**config.mk**
```make
export PLATFORM = sky130hd
export DESIGN_NAME = psg_cmd_encoder_flat
export DESIGN_NICKNAME = d
export VERILOG_FILES = /design/src/rtl/psg_cmd_encoder_if.sv /design/src/rtl/psg_cmd_encoder.sv /design/src/flat_wrapper.sv
export SDC_FILE = /design/constraint.sdc
export NUM_CORES = 1
export LEC_CHECK = 0
export ABC_CLOCK_PERIOD_IN_PS = 4000
export CAP_MARGIN = 0
export CORE_MARGIN = 5
export CORE_UTILIZATION = 57
export DETAILED_ROUTE_END_ITERATION = 8
export GPL_TIMING_DRIVEN = 1
export PLACE_DENSITY = 0.81
export SYNTH_ARGS = -nofsm -noshare
export SYNTH_HDL_FRONTEND = slang
export SYNTH_SLANG_ARGS = --single-unit
```
**constraint.sdc**
```tcl
create_clock -name clk -period 4 [get_ports clk]
set_input_delay 0.8 -clock clk [delete_from_list [all_inputs] [get_ports clk]]
set_output_delay 0.8 -clock clk [all_outputs]
set_load 0.02 [all_outputs]
```
**src/rtl/psg_cmd_encoder_if.sv**
```systemverilog
// Command handshake between a host and psg_cmd_encoder.
// The host drives the valid, channel, type and payload signals; the encoder returns ready.
interface psg_cmd_encoder_if;
  logic       cmd_valid;
  logic       cmd_ready;
  logic [1:0] cmd_chan;
  logic       cmd_attn;
  logic [9:0] cmd_value;

  modport master (
    output cmd_valid, cmd_chan, cmd_attn, cmd_value,
    input  cmd_ready
  );

  modport slave (
    input  cmd_valid, cmd_chan, cmd_attn, cmd_value,
    output cmd_ready
  );
endinterface

```
**src/rtl/psg_cmd_encoder.sv**
```systemverilog
// Buffers PSG register commands and serialises them into timed latch/data byte writes.
// A tone write becomes a latch byte plus a data byte; noise control is followed by a 0x00 byte.
module psg_cmd_encoder #(
  parameter int HOLD_CYCLES = 2,
  parameter int FIFO_DEPTH  = 4
) (
  input  logic              clk,
  input  logic              reset,
  psg_cmd_encoder_if.slave  cmd,
  output logic [7:0]        bus_out,
  output logic              byte_strobe,
  output logic              busy
);
  localparam int         PTR_W     = $clog2(FIFO_DEPTH);
  localparam logic [3:0] HOLD_LOAD = 4'(HOLD_CYCLES - 1);

  typedef enum logic [1:0] {IDLE, LATCH, DATA, NOISE_CLR} state_t;
  typedef enum logic [1:0] {K_ATTN, K_TONE, K_NOISE} kind_t;
  typedef struct packed {
    logic [1:0] chan;
    logic       attn;
    logic [9:0] value;
  } cmd_t;

  cmd_t             mem [FIFO_DEPTH];
  logic [PTR_W-1:0] wr_ptr, rd_ptr;
  logic [PTR_W:0]   count;
  logic             push, pop;
  cmd_t             head;
  kind_t            head_kind;
  logic [7:0]       head_latch;

  state_t     state, state_nxt;
  kind_t      kind, kind_nxt;
  logic [5:0] data_hi, data_hi_nxt;
  logic [3:0] hold_cnt, hold_nxt;
  logic [7:0] bus_nxt;
  logic       strobe_nxt;
  logic       advance;

  assign cmd.cmd_ready = (count != (PTR_W+1)'(FIFO_DEPTH));
  assign push          = cmd.cmd_valid && cmd.cmd_ready;
  assign busy          = (count != '0) || (state != IDLE);

  // Decode the FIFO head into its byte sequence and the latch byte it opens with.
  assign head       = mem[rd_ptr];
  assign head_kind  = head.attn ? K_ATTN : ((head.chan == 2'd3) ? K_NOISE : K_TONE);
  assign head_latch = {1'b1, head.chan, head.attn,
                       (head_kind == K_NOISE) ? {1'b0, head.value[2:0]} : head.value[3:0]};

  // NOTE: storage carries no reset; only the pointers and count define what is valid.
  always_ff @(posedge clk) begin
    if (push) mem[wr_ptr] <= '{chan: cmd.cmd_chan, attn: cmd.cmd_attn, value: cmd.cmd_value};
  end

  always_ff @(posedge clk) begin
    if (reset) begin
      wr_ptr <= '0;
      rd_ptr <= '0;
      count  <= '0;
    end else begin
      if (push) wr_ptr <= wr_ptr + 1'b1;
      if (pop)  rd_ptr <= rd_ptr + 1'b1;
      case ({push, pop})
        2'b10:   count <= count + 1'b1;
        2'b01:   count <= count - 1'b1;
        default: ;
      endcase
    end
  end

  // NOTE: every output of this block gets a default first so no path infers a latch.
  always_comb begin
    state_nxt   = state;
    kind_nxt    = kind;
    data_hi_nxt = data_hi;
    hold_nxt    = hold_cnt;
    bus_nxt     = bus_out;
    strobe_nxt  = 1'b0;
    pop         = 1'b0;
    advance     = 1'b0;

    unique case (state)
      IDLE: advance = 1'b1;
      LATCH: begin
        if (hold_cnt != 4'd0) begin
          hold_nxt = hold_cnt - 4'd1;
        end else begin
          unique case (kind)
            K_TONE: begin
              state_nxt  = DATA;
              bus_nxt    = {2'b00, data_hi};
              strobe_nxt = 1'b1;
              hold_nxt   = HOLD_LOAD;
            end
            K_NOISE: begin
              state_nxt  = NOISE_CLR;
              bus_nxt    = 8'h00;
              strobe_nxt = 1'b1;
              hold_nxt   = HOLD_LOAD;
            end
            default: advance = 1'b1;
          endcase
        end
      end
      DATA, NOISE_CLR: begin
        if (hold_cnt != 4'd0) hold_nxt = hold_cnt - 4'd1;
        else                  advance  = 1'b1;
      end
      default: state_nxt = IDLE;
    endcase

    // A finished sequence chains straight into the next queued command.
    if (advance) begin
      if (count != '0) begin
        pop         = 1'b1;
        state_nxt   = LATCH;
        kind_nxt    = head_kind;
        data_hi_nxt = head.value[9:4];
        bus_nxt     = head_latch;
        strobe_nxt  = 1'b1;
        hold_nxt    = (head_kind == K_NOISE) ? 4'd0 : HOLD_LOAD;
      end else begin
        state_nxt = IDLE;
      end
    end
  end

  always_ff @(posedge clk) begin
    if (reset) begin
      state       <= IDLE;
      kind        <= K_ATTN;
      data_hi     <= '0;
      hold_cnt    <= '0;
      bus_out     <= 8'h00;
      byte_strobe <= 1'b0;
    end else begin
      state       <= state_nxt;
      kind        <= kind_nxt;
      data_hi     <= data_hi_nxt;
      hold_cnt    <= hold_nxt;
      bus_out     <= bus_nxt;
      byte_strobe <= strobe_nxt;
    end
  end
endmodule

```
**src/flat_wrapper.sv**
```systemverilog
// flat-port wrapper written by rule: the top's interface ports become plain ports
module psg_cmd_encoder_flat 
#(
  parameter int HOLD_CYCLES = 2,
  parameter int FIFO_DEPTH  = 4
)
  (clk, reset, bus_out, byte_strobe, busy, cmd_cmd_valid, cmd_cmd_chan, cmd_cmd_attn, cmd_cmd_value, cmd_cmd_ready);
  psg_cmd_encoder_if cmd_i ();
  input  logic clk;
  input  logic reset;
  output logic [7:0] bus_out;
  output logic byte_strobe;
  output logic busy;
  input wire logic [$bits(cmd_i.cmd_valid)-1:0] cmd_cmd_valid;
  input wire logic [$bits(cmd_i.cmd_chan)-1:0] cmd_cmd_chan;
  input wire logic [$bits(cmd_i.cmd_attn)-1:0] cmd_cmd_attn;
  input wire logic [$bits(cmd_i.cmd_value)-1:0] cmd_cmd_value;
  output wire logic [$bits(cmd_i.cmd_ready)-1:0] cmd_cmd_ready;
  assign cmd_i.cmd_valid = cmd_cmd_valid;
  assign cmd_i.cmd_chan = cmd_cmd_chan;
  assign cmd_i.cmd_attn = cmd_cmd_attn;
  assign cmd_i.cmd_value = cmd_cmd_value;
  assign cmd_cmd_ready = cmd_i.cmd_ready;
  psg_cmd_encoder #(.HOLD_CYCLES(HOLD_CYCLES), .FIFO_DEPTH(FIFO_DEPTH)) u_core (.clk(clk), .reset(reset), .cmd(cmd_i), .bus_out(bus_out), .byte_strobe(byte_strobe), .busy(busy));
endmodule
```
==> results.txt, run 1 <==
----------------------------------------------------
[Status]
  Result of the run ... complete, no violations

[Yosys]
  Post-Synthesis Mean Instance Area ... roughly 14 sq um
  Top-area cell type share of the netlist area ... 46.50%
  Predominant post-synthesis flop cell ... sky130_fd_sc_hd__edfxtp_1
  Post-synthesis cell count ... 246
  Number of flip-flops and latches in the synthesized netlist ... 84
  Sequential fraction of the synthesis area ... 65.57%
  Mapped Nets ... 271
  Leading cell type by number of instances after synthesis ... sky130_fd_sc_hd__edfxtp_1
  Unique cell type count in the Yosys netlist ... 40
  Warnings from Yosys ... 0
  Async set-reset flop share out of synthesis ... 0%
  Largest area contributor in the synthesized netlist ... sky130_fd_sc_hd__edfxtp_1
  Number of synthesized flops with an enable pin ... 52
  Netlist area before placement ... roughly 3400 sq um
  Commonest cells in the netlist ... 52 x sky130_fd_sc_hd__edfxtp_1, 34 x sky130_fd_sc_hd__nand2_1, 32 x sky130_fd_sc_hd__dfxtp_1
  Synth top area cells ... sky130_fd_sc_hd__edfxtp_1 46%, sky130_fd_sc_hd__dfxtp_1 19%, sky130_fd_sc_hd__mux4_2 8.7%, sky130_fd_sc_hd__nand2_1 3.8%, sky130_fd_sc_hd__a21oi_1 3.1%

[Cells and area]
  Final std cells w/o fill ... about 350
  Final Util ... 66.87%
  Count of antenna diodes in the layout ... 0
  Ratio of cells with drive above 1 in the final layout ... 13.26%
  Area Overhead vs Synth ... 15.80%
  Count of nets after finishing ... around 300

[Floorplan]
  Io pins ... 27
  Full die area ... 7526 sq um
  Die extent in y ... 86.76 microns
  Number of placement rows ... 28
  Die width ... 86.76 microns
  Initial Util ... between 50% and 60%
  Core ar. ... around 5800 sq um

[Power and ir drop]
  Sequential group share of total power ... 44.8%
  Combinational share of power ... 30.2%
  Proportion of total power due to net switching ... 31.84%
  Worst IR drop on VDD ... 401.2 uV
  Pwr/cell area ... 674.8 nW/um^2
  Post-layout power ... 2.624 mW
  Reported net switching power ... 0.8356 mW
  Clock share of power ... 25.0%
  Int Power ... 1.789 mW
  Leakage power ... 1.341 nW

[Worst setup path]
  Crit Path Max Fanout ... 17
  Crit path max-delay cell type ... sky130_fd_sc_hd__or3b_1
  Worst Setup End Kind ... flip-flop
  Category of the critical setup timing path ... reg2reg
  Data arrival time of the critical path ... approximately 3.3 ns
  Worst-path cell chain ... inv_1 -> ha_1 -> or3b_1 -> a211o_1 -> inv_2 -> ha_1 -> inv_1 -> fa_1 -> xor2_1 -> or3_1 -> a21oi_1
  Required time of the critical path ... approximately 4.3 ns
  Worst Setup Start Kind ... flip-flop
  Flop2flop setup slack ... roughly 0.93 ns
  Slowest Stage Delay on Critical Path ... approximately 0.48 ns
  Combined buffer and inverter count along the critical path ... 3
  Crit path max-delay family ... adder cells

[Timing]
  Setup-violating endpoint count in the final report ... 0
  Setup TNS ... 0 ns
  Tightest hold margin ... 0.4640 ns
  Slew at the pin closest to its max-slew limit ... 1.127 ns
  Time the worst path needs with I/O delays and setup ... 3.069 ns
  Fmax ... 325.9 MHz
  Worst slew slack as a fraction of its limit ... 24.61%
  Setup repair after global routing missed its margin ... no
  Slew Limit Fails ... 0
  Worst-case clock skew ... 0.006556 ns
  Final number of hold-violating endpoints ... 0
  Share of the clock period used by the worst path after layout ... between 70% and 80%

[Detailed routing]
  Violation count after the first detailed-route iteration ... 139
  Detail Route Antenna Nets ... 0
  First-pass iteration count of the detailed router ... 4
  Routed wire length ... around 5900 microns
  Remaining routing DRC violations ... 0
  Drt wl/cell ... between 15 and 20 microns
  Mean number of vias per cell ... 5.523
  Vias ... 1955

[GRT]
  Largest net degree at the start of global routing ... 33
  Aggregate global-route resource usage ... between 10% and 20%
  Global-route wire length before repair ... between 9000 and 10000 microns
  Vias in the first global route ... 1982
  Initial antenna violation count ... 0
  GRT Residual Overflow ... 0

[Clock tree]
  Clock root buffer ... sky130_fd_sc_hd__clkbuf_8
  CTS buffer count ... 9
  Clock sink total ... 84
  Post-CTS setup buffer count ... 0
  Number of levels in the clock H-tree ... 3
  Cts hold-fix bufs ... 0
  CTS tree ... built
  Number of buffers on the longest clock path ... 2
  Clock-pin slew on the worst setup and hold paths ... 0.08 ns
  Clock insertion delay at the later pin of the skew report ... roughly 0.35 ns
  Quantity of gates resized following cts ... 0

[Hold path]
  Path category of the worst min-delay check ... reg2reg

[Place]
  Number of buffers added on ports ... 26
  GPL Wtd Cong ... ~0.73
  Final HPWL DP ... 3837 microns
  DP Cell Count ... 338

[Run]
  Max-cap violation count ... 0

----------------------------------------------------
[worst register-to-register path, stage by stage, from the launching register on]
cell                      delay (ns)
sky130_fd_sc_hd__dfxtp_1        0.33
sky130_fd_sc_hd__inv_1          0.08
sky130_fd_sc_hd__ha_1           0.21
sky130_fd_sc_hd__or3b_1         0.48
sky130_fd_sc_hd__a211o_1        0.36
sky130_fd_sc_hd__inv_2          0.24
sky130_fd_sc_hd__ha_1           0.25
sky130_fd_sc_hd__inv_1          0.06
sky130_fd_sc_hd__fa_1           0.37
sky130_fd_sc_hd__xor2_1         0.15
sky130_fd_sc_hd__or3_1          0.31
sky130_fd_sc_hd__a21oi_1        0.13
[area by class of cell]
cell class                      instances  area [sq um]
Clock buffer                           11         131.4
Clock inverter                          5         83.83
Fill cell                             430          1927
Inverter                               12         45.04
Multi-Input combinational cell        139          1057
Sequential cell                        84          2202
Tap cell                               75         93.84
Timing Repair Buffer                   28         275.3
[stage by stage]
step,setup slack (ns),cell area [sq um]
3_5_place_dp,0.9652,3674
3_3_place_gp,1.091,3674
5_1_grt,0.7587,3889
4_1_cts,0.9371,3889
2_1_floorplan,1.161,3358
6_report,0.9313,3889
[layer usage]
layer / part of all wire, % / routed length, microns / track usage (%)
met4: 2.6 / 155 / 10.34
met3: 4.0 / 238 / 3.802
met2: 49 / 2873 / 27.75
met1: 45 / 2653 / 21.58
met5: 0 / 0 / 0
[cells by family (layout without fill, tap and decap cells)]
kind of cell,after synthesis,after routing,synth area share (%)
and+or+nand+nor,74,74,10.66
xor gates and xnor gates,3,3,0.7826
adders and majority gates,9,9,3.577
AOI/OAI and AO/OA,38,38,7.154
buffers and inverters,23,56,2.943
DFF,84,84,65.57
muxes,15,15,9.314
[power groups by stage]
stage | clock network (mW) | logic, mW | registers (mW)
finish | 0.656 | 0.792 | 1.18
global route | 0.705 | 0.875 | 1.20
CTS | 0.666 | 0.798 | 1.18
detailed placement | 0 | 0.790 | 1.20
global placement | 0 | 0.769 | 1.19
floorplan | 0 | 0.550 | 1.20
[worst paths after layout]
check / cells after the start / start / to
max: 11 / u_core.hold_cnt[0] / u_core.count[2]
min: 2 / u_core.data_hi[3] / u_core.data_hi[3]
max reg2reg: 11 / u_core.hold_cnt[0] / u_core.count[2]
min reg2reg: 2 / u_core.data_hi[3] / u_core.data_hi[3]
[cells in the final DEF, fill, tap and decap left out, types with 4 or more instances in the layout]
cell type                         instances
sky130_fd_sc_hd__a311oi_1                 5
sky130_fd_sc_hd__a21oi_1                 21
sky130_fd_sc_hd__nand2_1                 34
sky130_fd_sc_hd__edfxtp_1                52
sky130_fd_sc_hd__clkbuf_8                 9
sky130_fd_sc_hd__clkdlybuf4s50_1         26
sky130_fd_sc_hd__ha_1                     8
sky130_fd_sc_hd__or2_2                    6
sky130_fd_sc_hd__inv_1                   11
sky130_fd_sc_hd__and3_1                   4
sky130_fd_sc_hd__mux4_2                  13
sky130_fd_sc_hd__nor2_1                  14
sky130_fd_sc_hd__dfxtp_1                 32
[registers in the layout, summed over array words and instances (netlist names), 3 cells and up, named ones only]
signal           count
u_core.bus_out       8
u_core.count         3
u_core.data_hi       6
u_core.hold_cnt      4
u_core.mem          52
(Power assumes the default switching activity.)
==> inputs of run 2 (changes only) <==
- ABC_CLOCK_PERIOD_IN_PS: 4000 -> 2590
- CORE_UTILIZATION: 57 -> 51
- PLACE_DENSITY: 0.81 -> 0.77
- clock period: 4 -> 2.59 ns (I/O delays scaled with it)
==> run 2 against run 1 <==
Net effect:
- via count is 4.7% higher
- final area rose by 2.6%
- clock-buffer cell count did not move
- highest routed layer unchanged
- critical path depth did not move
- utilization fell by 4.4 points
- non-clock buffer count up 13
- largest power group unchanged
- maximum frequency is 24% higher
- largest cell class unchanged
- sequential power up 53%
- critical path type unchanged
- die area up 10%
- power up 55%
==> results.txt, run 2 (synthesis results as in run 1) <==
----------------------------------------------------
[Place]
  Worst setup slack after placement ... 0.08846 ns (-0.8767 ns)
  Final HPWL DP ... 4088 microns (+6.5%)
  GPL Wtd Cong ... 0.8122 (+12%)
  Number of buffers added on ports ... 26 (unchanged)
  Area post-placement ... 3784 sq um (+3.0%)

[Cells and area]
  Fill cell instance count of the final layout ... 494 (+15%)
  Ratio of cells with drive above 1 in the final layout ... 19.52% (+6.3 points)
  Fin area ... 3990 sq um (+2.6%)
  Most frequent cells in the layout ... 52 x sky130_fd_sc_hd__edfxtp_1, 34 x sky130_fd_sc_hd__nand2_1, 31 x sky130_fd_sc_hd__dfxtp_1
  Count of antenna diodes in the layout ... 0 (unchanged)
  Largest registers ranked by flip-flop count ... u_core.mem: 52 flops, u_core.bus_out: 8 flops, u_core.data_hi: 6 flops
  Biggest register ... u_core.mem
  Largest register FFs ... 52 (unchanged)
  Most frequent standard cell in the layout excluding fill and tap cells ... sky130_fd_sc_hd__edfxtp_1
  Area Overhead vs Synth ... 18.82%
  Count of nets after finishing ... 312 (+4.3%)
  Final Util ... 62.48% (-4.4 points)

[Detailed routing]
  Drt wl/cell ... 16.91 microns (+1.1%)
  Vias ... 2046 (+4.7%)
  Mean number of vias per cell ... 5.545 (+0.40%)
  Routed wire length ... 6240 microns (+5.4%)
  Remaining routing DRC violations ... 0 (unchanged)
  First-pass iteration count of the detailed router ... 4 (unchanged)
  Violation count after the first detailed-route iteration ... 155 (+12%)
  Detail Route Antenna Nets ... 0 (unchanged)

[Worst setup path]
  Category of the critical setup timing path ... reg2reg
  Crit path max-delay cell type ... sky130_fd_sc_hd__or3b_1
  Data arrival time of the critical path ... 2.75 ns (-0.59 ns)
  Combined buffer and inverter count along the critical path ... 3 (unchanged)
  Required time of the critical path ... 2.87 ns (-1.40 ns)
  Slowest Stage Delay on Critical Path ... 0.36 ns (-0.12 ns)
  Crit path max-delay family ... simple AND/OR/NAND/NOR gates
  Worst Setup Start Kind ... flip-flop
  Worst Setup End Kind ... flip-flop
  Worst-path cell chain ... inv_2 -> ha_4 -> or3b_1 -> a211o_1 -> inv_2 -> ha_4 -> inv_2 -> fa_2 -> xor2_1 -> or3_1 -> a21oi_2
  Crit Path Max Fanout ... 4 (-13)
  CP most frequent cell ... sky130_fd_sc_hd__inv_2

[Timing]
  Slew at the pin closest to its max-slew limit ... 0.6429 ns (-0.4844 ns)
  Slew Limit Fails ... 0 (unchanged)
  Final number of hold-violating endpoints ... 0 (unchanged)
  Setup repair after global routing missed its margin ... no
  Time the worst path needs with I/O delays and setup ... 2.471 ns (-0.5972 ns)
  Worst slew slack as a fraction of its limit ... 56.03% (+31 points)
  Worst-case clock skew ... 0.003142 ns (-0.003414 ns)
  Fmax ... 404.6 MHz (+24%)
  Share of the clock period used by the worst path after layout ... 95.42% (+19 points)
  Setup-violating endpoint count in the final report ... 0 (unchanged)
  Final worst slack ... 0.1186 ns (-0.8128 ns)

[Clock tree]
  Clock-pin slew on the worst setup and hold paths ... 0.08 ns (about the same)
  CTS buffer count ... 9 (unchanged)
  Clock root buffer ... sky130_fd_sc_hd__clkbuf_8
  Cts hold-fix bufs ... 0 (unchanged)
  CTS tree ... built
  Clock insertion delay at the later pin of the skew report ... 0.34 ns (about the same)
  Number of levels in the clock H-tree ... 3 (unchanged)
  Number of buffers on the longest clock path ... 2 (unchanged)
  Clock sink total ... 84 (unchanged)

[Floorplan]
  Number of placement rows ... 29 (+3.6%)
  Full die area ... 8307 sq um (+10%)
  Die width ... 91.15 microns (+5.1%)
  Core ar. ... 6386 sq um (+9.8%)
  Die extent in y ... 91.15 microns (+5.1%)
  Initial Util ... 52.59% (-5.2 points)
  Io pins ... 27 (unchanged)

[Power and ir drop]
  Leakage power ... 1.399 nW (+4.3%)
  Pwr/cell area ... 1019 nW/um^2 (+51%)
  Worst IR drop on VDD ... 568.0 uV (+42%)

[GRT]
  Global-route wire length before repair ... 10390 microns (+7.1%)
  Fraction of met2 tracks used by global routing ... 25.48% (-2.3 points)
  Vias in the first global route ... 2121 (+7.0%)
  Met1 layer usage reported by global route ... 20.75% (-0.84 points)
  Initial antenna violation count ... 0 (unchanged)
  M3 GR Usage ... 5.785% (+2.0 points)
  GRT Residual Overflow ... 0 (unchanged)
  Aggregate global-route resource usage ... 16.24% (-1.1 points)
  Largest net degree at the start of global routing ... 23 (-30%)
  Most used routing layer ... met2

[Run]
  Max-cap violation count ... 0 (unchanged)

[Status]
  Result of the run ... complete, no violations

[Hold path]
  Path category of the worst min-delay check ... reg2reg

----------------------------------------------------
-- run 2: changes by cell type in the layout (fill, tap and decap cells not counted), sizes merged --
cell | previous run | this run
buf | 2 | 15
clkinv | 0 | 3
bufinv | 2 | 1
clkinvlp | 2 | 1
inv | 13 | 12
-- run 2: worst register-to-register path: stages (launching register included) --
cell and delay (ns):
sky130_fd_sc_hd__dfxtp_2 0.34, sky130_fd_sc_hd__inv_2 0.07, sky130_fd_sc_hd__ha_4 0.14, sky130_fd_sc_hd__or3b_1 0.36, sky130_fd_sc_hd__a211o_1 0.33, sky130_fd_sc_hd__inv_2 0.09, sky130_fd_sc_hd__ha_4 0.14, sky130_fd_sc_hd__inv_2 0.04
sky130_fd_sc_hd__fa_2 0.33, sky130_fd_sc_hd__xor2_1 0.15, sky130_fd_sc_hd__or3_1 0.32, sky130_fd_sc_hd__a21oi_2 0.12
-- run 2: path summary, 6_finish.rpt --
| check | from | endpoint | slack, ns | depth (start not counted) |
|---|---|---|---|---|
| worst max-delay path | u_core.hold_cnt[0] | u_core.count[2] | 0.12 | 11 |
| worst min register to register | u_core.bus_out[6] | u_core.bus_out[6] | 0.47 | 2 |
| worst min-delay path | u_core.bus_out[6] | u_core.bus_out[6] | 0.47 | 2 |
| worst max register to register | u_core.hold_cnt[0] | u_core.count[2] | 0.12 | 11 |
-- run 2: power by group --
group | internal, mW | switching (mW)
Combinational | 0.650 | 0.740
Sequential | 1.67 | 0.133
Clock | 0.441 | 0.433
-- run 2: area by class of cell --
class	count	area, sq um	share of cell area (%)
inverter	12	45.04	1.129
timing repair buffer	41	372.9	9.345
multi-input combinational	139	1089	27.28
tap	77	96.34	2.415
clock inverter	5	52.55	1.317
clock buffer	11	131.4	3.293
sequential	84	2203	55.22
-- run 2: metrics by stage --
step                      instances  total power [mW]  TNS [ns]  hold WS (ns)
after floorplan                 246             2.744  -0.09845        0.4317
after global placement          352             3.133         0        0.4392
after detailed placement        352             3.186         0        0.4583
after CTS                       368             4.065         0        0.4708
after global routing            369             4.352         0        0.5022
final                           369             4.066         0        0.4666
-- run 2: repair_timing --
| item | 4_1_cts | 5_1_grt |
|---|---|---|
| setup endpoints to repair | 0 | 1 |
| buffers inserted | 0 | 1 |
| gates resized for setup | 0 | 6 |
-- run 2: per-layer routing --
layer | vias to the layer above | share of wire (%)
met5 | - | 0
met4 | 0 | 1.9
met3 | 11 | 6.2
met2 | 52 | 50
met1 | 992 | 42
li1 | 991 | -
==> inputs of run 3 (changes only) <==
- ABC_CLOCK_PERIOD_IN_PS: 2590 -> 3200
- CORE_UTILIZATION: 51 -> 60
- HOLD_SLACK_MARGIN: not set -> 0.06
- PLACE_DENSITY: 0.77 -> 0.85
- clock period: 2.59 -> 3.2 ns (I/O delays scaled with it)
==> run 3 against run 2 <==
Net effect:
- utilization grew 8.7 points
- worst setup slack gained 0.27 ns
- power shrank 21%
- sequential power shrank 19%
- non-clock buffer count shrank 9
- register-to-register slack gained 0.27 ns
==> results.txt, run 3 (synthesis results as in run 1) <==
----------------------------------------------------
[Status]
  Result of the run ... complete, no violations

[Clock tree]
  Clock root buffer ... sky130_fd_sc_hd__clkbuf_8
  Clock-pin slew on the worst setup and hold paths ... 0.08 ns (about the same)
  Clock sink total ... 84 (unchanged)
  Number of buffers on the longest clock path ... 2 (unchanged)
  Post-CTS setup buffer count ... 0 (unchanged)
  Cts hold-fix bufs ... 0 (unchanged)
  CTS tree ... built
  Number of levels in the clock H-tree ... 3 (unchanged)
  Quantity of gates resized following cts ... 0 (unchanged)
  Clock insertion delay at the later pin of the skew report ... 0.35 ns (about the same)
  CTS buffer count ... 9 (unchanged)

[GRT]
  Largest net degree at the start of global routing ... 26 (+13%)
  Met1 layer usage reported by global route ... 21.34% (+0.60 points)
  Initial antenna violation count ... 0 (unchanged)
  Vias in the first global route ... 1918 (-9.6%)
  M3 GR Usage ... 5.825% (+0.040 points)
  Fraction of met2 tracks used by global routing ... 29.18% (+3.7 points)
  GRT Residual Overflow ... 0 (unchanged)
  Aggregate global-route resource usage ... 17.28% (+1.0 points)
  Most used routing layer ... met2
  Global-route wire length before repair ... 9473 microns (-8.8%)

[Timing]
  Setup repair after global routing missed its margin ... no
  Slew at the pin closest to its max-slew limit ... 0.8649 ns (+0.2220 ns)
  Final number of hold-violating endpoints ... 0 (unchanged)
  Setup-violating endpoint count in the final report ... 0 (unchanged)
  Worst-case clock skew ... 0.007045 ns (+0.003903 ns)
  Share of the clock period used by the worst path after layout ... 88.00% (-7.4 points)
  Tightest hold margin ... 0.4600 ns (-0.006658 ns)
  Fmax ... 355.1 MHz (-12%)
  Setup TNS ... 0 ns (unchanged)
  Worst slew slack as a fraction of its limit ... 42.16% (-14 points)
  Time the worst path needs with I/O delays and setup ... 2.816 ns (+0.3446 ns)
  Slew Limit Fails ... 0 (unchanged)

[Run]
  Max-cap violation count ... 0 (unchanged)

[Hold path]
  Path category of the worst min-delay check ... reg2reg

[Floorplan]
  Io pins ... 27 (unchanged)
  Number of placement rows ... 27 (-6.9%)
  Core ar. ... 5473 sq um (-14%)
  Full die area ... 7194 sq um (-13%)
  Die width ... 84.82 microns (-6.9%)
  Initial Util ... 61.36% (+8.8 points)
  Die extent in y ... 84.82 microns (-6.9%)

[Cells and area]
  Multi-input logic area ... 1057 sq um (-2.9%)
  Count of antenna diodes in the layout ... 0 (unchanged)
  Most frequent standard cell in the layout excluding fill and tap cells ... sky130_fd_sc_hd__edfxtp_1
  Largest register FFs ... 52 (unchanged)
  Flip-flop and latch area ... 2202 sq um (about the same)
  Biggest register ... u_core.mem
  Fill cell instance count of the final layout ... 389 (-21%)
  Count of nets after finishing ... 303 (-2.9%)
  Area Overhead vs Synth ... 16.02%
  Ratio of cells with drive above 1 in the final layout ... 14.84% (-4.7 points)
  Largest registers ranked by flip-flop count ... u_core.mem: 52 flops, u_core.bus_out: 8 flops, u_core.data_hi: 6 flops
  Most frequent cells in the layout ... 52 x sky130_fd_sc_hd__edfxtp_1, 34 x sky130_fd_sc_hd__nand2_1, 32 x sky130_fd_sc_hd__dfxtp_1

[Worst setup path]
  Category of the critical setup timing path ... reg2reg
  Combined buffer and inverter count along the critical path ... 3 (unchanged)
  Worst-path cell chain ... inv_1 -> ha_1 -> or3b_1 -> a211o_1 -> inv_2 -> ha_1 -> inv_1 -> fa_1 -> xor2_1 -> or3_1 -> a21oi_1
  Worst Setup End Kind ... flip-flop
  Data arrival time of the critical path ... 3.10 ns (+0.35 ns)
  Required time of the critical path ... 3.48 ns (+0.61 ns)
  Crit path max-delay family ... simple AND/OR/NAND/NOR gates
  Crit Path Max Fanout ... 8 (+4)
  Worst Setup Start Kind ... flip-flop
  Slowest Stage Delay on Critical Path ... 0.49 ns (+0.13 ns)
  Crit path max-delay cell type ... sky130_fd_sc_hd__or3b_1

[Detailed routing]
  First-pass iteration count of the detailed router ... 4 (unchanged)
  Drt wl/cell ... 16.17 microns (-4.4%)
  Vias ... 2016 (-1.5%)
  Remaining routing DRC violations ... 0 (unchanged)
  Mean number of vias per cell ... 5.679 (+2.4%)
  Routed wire length ... 5740 microns (-8.0%)
  Detail Route Antenna Nets ... 0 (unchanged)
  Violation count after the first detailed-route iteration ... 138 (-11%)

[Power and ir drop]
  Pwr/cell area ... 824.8 nW/um^2 (-19%)
  Leakage power ... 1.355 nW (-3.1%)
  Worst IR drop on VDD ... 489.5 uV (-14%)

[Place]
  Final HPWL DP ... 3970 microns (-2.9%)
  Number of buffers added on ports ... 26 (unchanged)
  GPL Wtd Cong ... 0.7800 (-4.0%)

----------------------------------------------------
## run 3: cell types whose count changed in the layout (fill, tap and decap cells not counted), moves of 2 or more
cell | before | now
sky130_fd_sc_hd__ha_1 | 6 | 8
sky130_fd_sc_hd__buf_4 | 15 | 6
sky130_fd_sc_hd__inv_2 | 4 | 1
sky130_fd_sc_hd__inv_6 | 0 | 3
sky130_fd_sc_hd__ha_4 | 2 | 0
sky130_fd_sc_hd__inv_1 | 8 | 11
## run 3: report_power, final
part	switching, mW	leakage (nW)	internal [mW]
Clock	0.368	0.0938	0.367
Sequential	0.108	0.740	1.35
Combinational	0.562	0.521	0.459
## run 3: final timing paths
kind,start,to,slack [ns],depth (start not counted)
worst max-delay path,u_core.hold_cnt[0],u_core.count[2],0.38,11
worst min-delay path,u_core.data_hi[3],u_core.data_hi[3],0.46,2
worst min register to register,u_core.data_hi[3],u_core.data_hi[3],0.46,2
worst max register to register,u_core.hold_cnt[0],u_core.count[2],0.38,11
## run 3: layout make-up
class,count,area share [%]
repair buffers,32,7.836
well taps,72,2.312
multi-input cells,139,27.14
clock buffers,10,3.276
inverters,12,1.156
clock inverters,6,1.766
flip-flops and latches,84,56.52
## run 3: layer usage
metal	vias to the layer above	share of wire [%]
li1	967	-
met1	993	43
met2	50	52
met3	6	5.0
met4	0	0.78
met5	-	0
## run 3: stage by stage
stage / cell area [sq um] / std cells / worst slack (ns) / utilization, % / power (mW)
6_report: 3896 / 355 / 0.3839 / 71.19 / 3.214
5_1_grt: 3896 / 355 / 0.2497 / 71.19 / 3.412
4_1_cts: 3896 / 355 / 0.3799 / 71.19 / 3.241
3_5_place_dp: 3700 / 339 / 0.3953 / 67.60 / 2.505
3_3_place_gp: 3700 / 339 / 0.5169 / 67.60 / 2.466
2_1_floorplan: 3358 / 246 / 0.3606 / - / 2.192
## run 3: worst min-delay path, cell delays in order, from the launching register on
cell and delay [ns]:
sky130_fd_sc_hd__dfxtp_1 0.31, sky130_fd_sc_hd__nand2_1 0.05, sky130_fd_sc_hd__a21oi_1 0.05
